--- src/rtl/pipe_stage_reg.sv ---
// Valid/ready pipeline register with flush for the MIPS datapath.
// SKID=1 gives a 2-entry skid buffer whose o_ready comes from state only.
module pipe_stage_reg #(
   parameter int unsigned      WIDTH     = 32,
   parameter logic [WIDTH-1:0] RESET_VAL = '0,
   parameter int unsigned      SKID      = 1
) (
   input  logic             i_clk,
   input  logic             i_reset,
   input  logic             i_flush,
   input  logic             i_valid,
   output logic             o_ready,
   input  logic [WIDTH-1:0] i_data,
   output logic             o_valid,
   input  logic             i_ready,
   output logic [WIDTH-1:0] o_data,
   output logic [1:0]       o_count
);

   logic             in_fire;
   logic             out_fire;
   logic [WIDTH-1:0] main_q;

   assign in_fire  = i_valid & o_ready;
   assign out_fire = o_valid & i_ready;
   assign o_data   = main_q;

   if (SKID != 0) begin : gen_skid
      typedef enum logic [1:0] {
         StEmpty = 2'd0,
         StBusy  = 2'd1,
         StFull  = 2'd2
      } state_e;

      state_e           state_q;
      logic [WIDTH-1:0] skid_q;

      always_ff @(posedge i_clk) begin
         if (i_reset) begin
            state_q <= StEmpty;
            main_q  <= RESET_VAL;
            skid_q  <= RESET_VAL;
         end else if (i_flush) begin
            // Payload registers keep their contents; only occupancy is dropped.
            state_q <= StEmpty;
         end else begin
            case (state_q)
               StEmpty: begin
                  if (in_fire) begin
                     state_q <= StBusy;
                     main_q  <= i_data;
                  end
               end
               StBusy: begin
                  if (in_fire && out_fire) begin
                     main_q <= i_data;
                  end else if (in_fire) begin
                     state_q <= StFull;
                     skid_q  <= i_data;
                  end else if (out_fire) begin
                     state_q <= StEmpty;
                  end
               end
               StFull: begin
                  if (out_fire) begin
                     state_q <= StBusy;
                     main_q  <= skid_q;
                  end
               end
               default: state_q <= StEmpty;
            endcase
         end
      end

      assign o_valid = (state_q != StEmpty);
      assign o_ready = (state_q != StFull);
      assign o_count = 2'(state_q);
   end else begin : gen_single
      logic valid_q;

      always_ff @(posedge i_clk) begin
         if (i_reset) begin
            valid_q <= 1'b0;
            main_q  <= RESET_VAL;
         end else if (i_flush) begin
            valid_q <= 1'b0;
         end else if (in_fire) begin
            valid_q <= 1'b1;
            main_q  <= i_data;
         end else if (out_fire) begin
            valid_q <= 1'b0;
         end
      end

      assign o_valid = valid_q;
      assign o_ready = ~valid_q | i_ready;
      assign o_count = {1'b0, valid_q};
   end

endmodule

--- config.mk ---
export PLATFORM = sky130hd
export DESIGN_NAME = pipe_stage_reg
export DESIGN_NICKNAME = d
export VERILOG_FILES = /design/src/rtl/pipe_stage_reg.sv
export SDC_FILE = /design/constraint.sdc
export NUM_CORES = 1
export LEC_CHECK = 0
export CORE_MARGIN = 2
export CORE_UTILIZATION = 40
export CTS_CLUSTER_SIZE = 25
export DETAILED_ROUTE_END_ITERATION = 7
export PLACE_DENSITY = 0.62
export SLEW_MARGIN = 0
export SYNTH_ARGS = -nofsm -noshare
export SYNTH_HDL_FRONTEND = slang
export SYNTH_SLANG_ARGS = --single-unit
--- constraint.sdc ---
create_clock -name i_clk -period 2.1 [get_ports i_clk]
set_input_delay 0.21 -clock i_clk [delete_from_list [all_inputs] [get_ports i_clk]]
set_output_delay 0.21 -clock i_clk [all_outputs]
set_load 0.02 [all_outputs]
After elaboration in Yosys (flattened, before gate mapping):

Index checks and enable logic that the tools add are counted.

* word-level logic and storage cells: 33
* bits in registers: 66
* output and inout port bits: 36
* input bits: 37

* eq/ne operators: 8
* reductions and logical operators: 8
* bitwise operators: 4
* muxes and demuxes: 10

Operators with widths (number)
* $mux W32: 3
* $pmux W32 S3: 1
* $mux W2: 5
* $ne A2 B2 Y1 const B: 5
* $reduce_and A4 Y1: 2
* $pmux W2 S3: 1
* $reduce_and A5 Y1: 1
* $ne A3 B3 Y1 const B: 1
* $reduce_bool A3 Y1: 1
* $and A1 B1 Y1: 2
* $eq A2 B1 Y1 const B: 1
* $eq A2 B2 Y1 const B: 1
* $logic_not A2 Y1: 1
* $not A1 Y1: 2
* $reduce_bool A2 Y1: 1
* $reduce_or A2 Y1: 1
* $logic_and A1 B1 Y1: 1

Logic depth before layout (Yosys ltp):

* word-level depth: 6
* depth in mapped cells: 6
* depth with buffers taken out: 3

Worst setup path before layout:

No wires, ideal clock.

* kind: register -> register
* from: register gen_skid.state_q[1], in the netlist o_count[1]
* to: register main_q[0], in the netlist o_data[0]
* cell stages (with the launch flop): 5
* library setup time: 146 ps
* clock period less this slack: 1564 ps
* arrival time: 1418 ps
* slack: 536 ps
* buffers on the path: 1
* required time: 1954 ps
* path through: dfxtp_1 mux2_2 buf_2 a211oi_1 a211oi_2

* cells in the longest elaborated chain, start to end: 5
* elaborated cells on any way between the ends: 14
* those cells by class: eq/ne (6); mux (1); bitwise (2); reduce/logical (5)

RTL lines
* start, declared: line 35 `state_e state_q;`
* start signal, assigned: line 40 `state_q <= StEmpty;`
* start signal, assigned: line 45 `state_q <= StEmpty;`
* start signal, assigned: line 50 `state_q <= StBusy;`
* $ne A2 B2 Y1 or $reduce_bool A2 Y1 (tied branches): line 76, 75
* $and A1 B1 Y1 (on tied branches): line 24, 25
* $logic_and A1 B1 Y1: line 55 `if (in_fire && out_fire) begin`
* $ne A2 B2 Y1 (no line)
* $reduce_and A5 Y1 (no line)
* end signal, assigned: line 51 `main_q <= i_data;`
* end signal, assigned: line 56 `main_q <= i_data;`
* end signal, assigned: line 67 `main_q <= skid_q;`
* end, declared: line 22 `logic [WIDTH-1:0] main_q;`

Several ways; a longest one is shown, not always the timed one.
A chain may end at the register's enable or synchronous reset.

Worst setup path after layout:

* from: register gen_skid.state_q[0], in the netlist o_count[0]
* to: output port o_ready

* cells in the longest elaborated chain, start to end: 1

RTL lines
* $ne A2 B2 Y1: line 76 `assign o_ready = (state_q != StFull);`
* end, declared: line 12 `output logic o_ready,`

Every way passes these cells.

==> impl_results.md <==
* Fin area at 4120 um^2
* R2R setup slack at 0.32 ns
* First-pass GRT wire length at around 13 mm
* Min-delay worst type: input port to flop
* Crit Path Class: flop to output port
* Synth cell count leaders: dfxtp_1, a211oi_1, a21oi_1, mux2i_1, nand3_1
* Vias per std cell at 5.49
* Core Region at 7610 um^2
* Buf+Inv Stages, Crit Path at 1
* Overflow left after global routing at 0
* Count leader, synth: dfxtp_1
* Initial drt markers at roughly 180
* CP top delay family: buffers and inverters
* Num ports at 73
* Total die area at 8430 um^2
* Die Span Y at 91.8 um
* Top_reg_cell synth: dfxtp_1
* Largest net degree at the start of global routing at 37
* Routed wire length at around 8.2 mm
* Diode count at 0
* Distinct cells, synth at 28
* Routability cong. at 0.769
* Peak supply drop at 0.351 mV
* Slowest stage delay, CP at roughly 0.63 ns
* Register area share after synthesis at between 40% and 50%
* GRT Overall Usage at approximately a fifth
* Warnings from Yosys at 0
* Post-CTS Hold Fix Bufs at 0
* Clk pin slew, worst setup/hold paths at 0.08 ns
* Tot Pwr at 3090 uW
* Clock latency on the worst-skew pair at 0.34 ns
* Crit path launch type: flop
* CTS root buffer: clkbuf_8
* Post-cts resize count at 0
* Status: finished, final reports clean
* Endpoints failing setup at 0
* Cell Area, Placed at 3910 um^2
* Initial antenna violation count at 0
* Post-synth top area share at 42.8%
* Slew Limit Fails at 0
* Fin crit period at 1.87 ns
* Pwr dens at between 700 and 800 nW/um^2
* Crit end category: output port
* DRC at 0
* Cts bufs inserted at 9
* Unrepaired setup endpoints after global routing: no
* Clk sinks at 66
* Nets@finish at 410
* Post-Syn Area at 3090 um^2
* Via count at 2634
* Final clock skew at about 0.010 ns
* Area growth syn-to-layout at 33.6%
* Largest area contributor in the netlist: dfxtp_1
* Top cells by area, synth: dfxtp_1, a211oi_2, mux2i_1
* Rel. slew slack at between 50 and 60%
* Total of max-cap violations at 0
* Pre-CTS WS at 0.0999 ns
* Post-Syn Instances at between 300 and 400
* Critical path cell sequence: nand2b_2 -> clkdlybuf4s50_1
* Worst-path maximum fanout at 9
* Final hold vios at 0
* CP Data Arrival Time at 1.66 ns
* Number of flops mapped to enable cells by yosys at 0
* CTS tree: built
* DP HPWL at 5.18 mm
* Syn avg cell area at around 10 um^2
* Share of synthesized registers carrying an async set or reset at 0%
* Setup bufs post-CTS at 0
* Setup TNS at 0 ns
* Worst setup margin at 0.225 ns
* P_leak at about 0.0016 uW
* FMAX at 0.533 GHz
* Port Buf Inserts at a little over 70
* Critical path required time at 1.89 ns
* DRT Pass-1 Iters at 4
* Clock Tree Buf Depth at 2
* DRT antenna net count at 0
* Slew at the pin with the worst max-slew slack at 0.615 ns
* # fillers at 695
* Mapped Nets at 349
* Die width at 91.8 um
* Share of layout cells above drive strength 1 at 18.3%
* Max H-tree Level at 3
* Slowest CP cell: clkdlybuf4s50_1
* Row cnt at 32
* Starting Density at 40.6%
* #FFs+latches synth at 66
* Vias in the first global route at 2584
* Fin crit share at 89.3%
* Wirelength per Cell at 17.1 um
state kept, by name (all words and copies together), names as in the netlist:
name / cells
gen_skid.skid_q: 32
o_data: 32
o_count: 2
per-stage QoR:
step / util, % / std cells / hold slack [ns]
after global routing: 54.2 / 480 / 0.385
after global placement: 51.3 / 464 / 0.459
after detailed placement: 51.3 / 464 / 0.466
after floorplan: - / 312 / 0.295
after CTS: 54.2 / 480 / 0.368
final: 54.2 / 480 / 0.385
report_power, final:
group / switching [uW] / leakage [uW] / internal (uW) / total, uW
Sequential: 39.3 / 0.000539 / 1310 / 1350
Clock: 477 / 0.000116 / 693 / 1170
Combinational: 299 / 0.000904 / 267 / 567
cell type report:
cell class                 count  area (um^2)  area share [%]
tap                          102          128            3.10
inverter                       1         3.75          0.0910
multi-input combinational    207         1580            38.3
clock buffer                  10          138            3.34
timing repair buffer          88          873            21.2
clock inverter                 6         80.1            1.94
sequential                    66         1320            32.0
logic make-up (layout without fill, tap and decap cells):
logic type	count (synthesis)	count (layout)	share of synthesized area, %
buffers and inverters	39	105	6.65
flip-flops	66	66	42.8
AND/OR/NAND/NOR	42	42	7.66
AO/OA/AOI/OAI	132	132	32.1
multiplexers	33	33	10.7
cells in the final DEF (no fill, tap or decap), types with 2 or more instances in the layout:
cell type / instances
clkdlybuf4s50_1: 71
buf_4: 13
clkbuf_8: 10
nand3_1: 32
a211oi_2: 30
a21oi_1: 32
a211oi_1: 35
bufinv_16: 2
buf_12: 3
mux2i_1: 32
o21ai_1: 5
clkinv_2: 4
dfxtp_1: 66
o21ai_0: 27
path summary, 6_finish.rpt:
kind | from | end | depth (start not counted)
worst max-delay path | o_count[0] | o_ready | 2
worst min-delay path | i_reset | gen_skid.skid_q[27] | 2
worst max register to register | o_count[0] | o_data[21] | 3
worst min register to register | gen_skid.skid_q[19] | gen_skid.skid_q[19] | 2
metal layers:
metal,global-route usage [%],wire length (um),vias up
li1,-,-,1308
met1,29.0,4020,1255
met2,29.5,3720,67
met3,4.60,389,4
met4,6.84,63,0
met5,0,0,-
(Power assumes the default switching activity.)
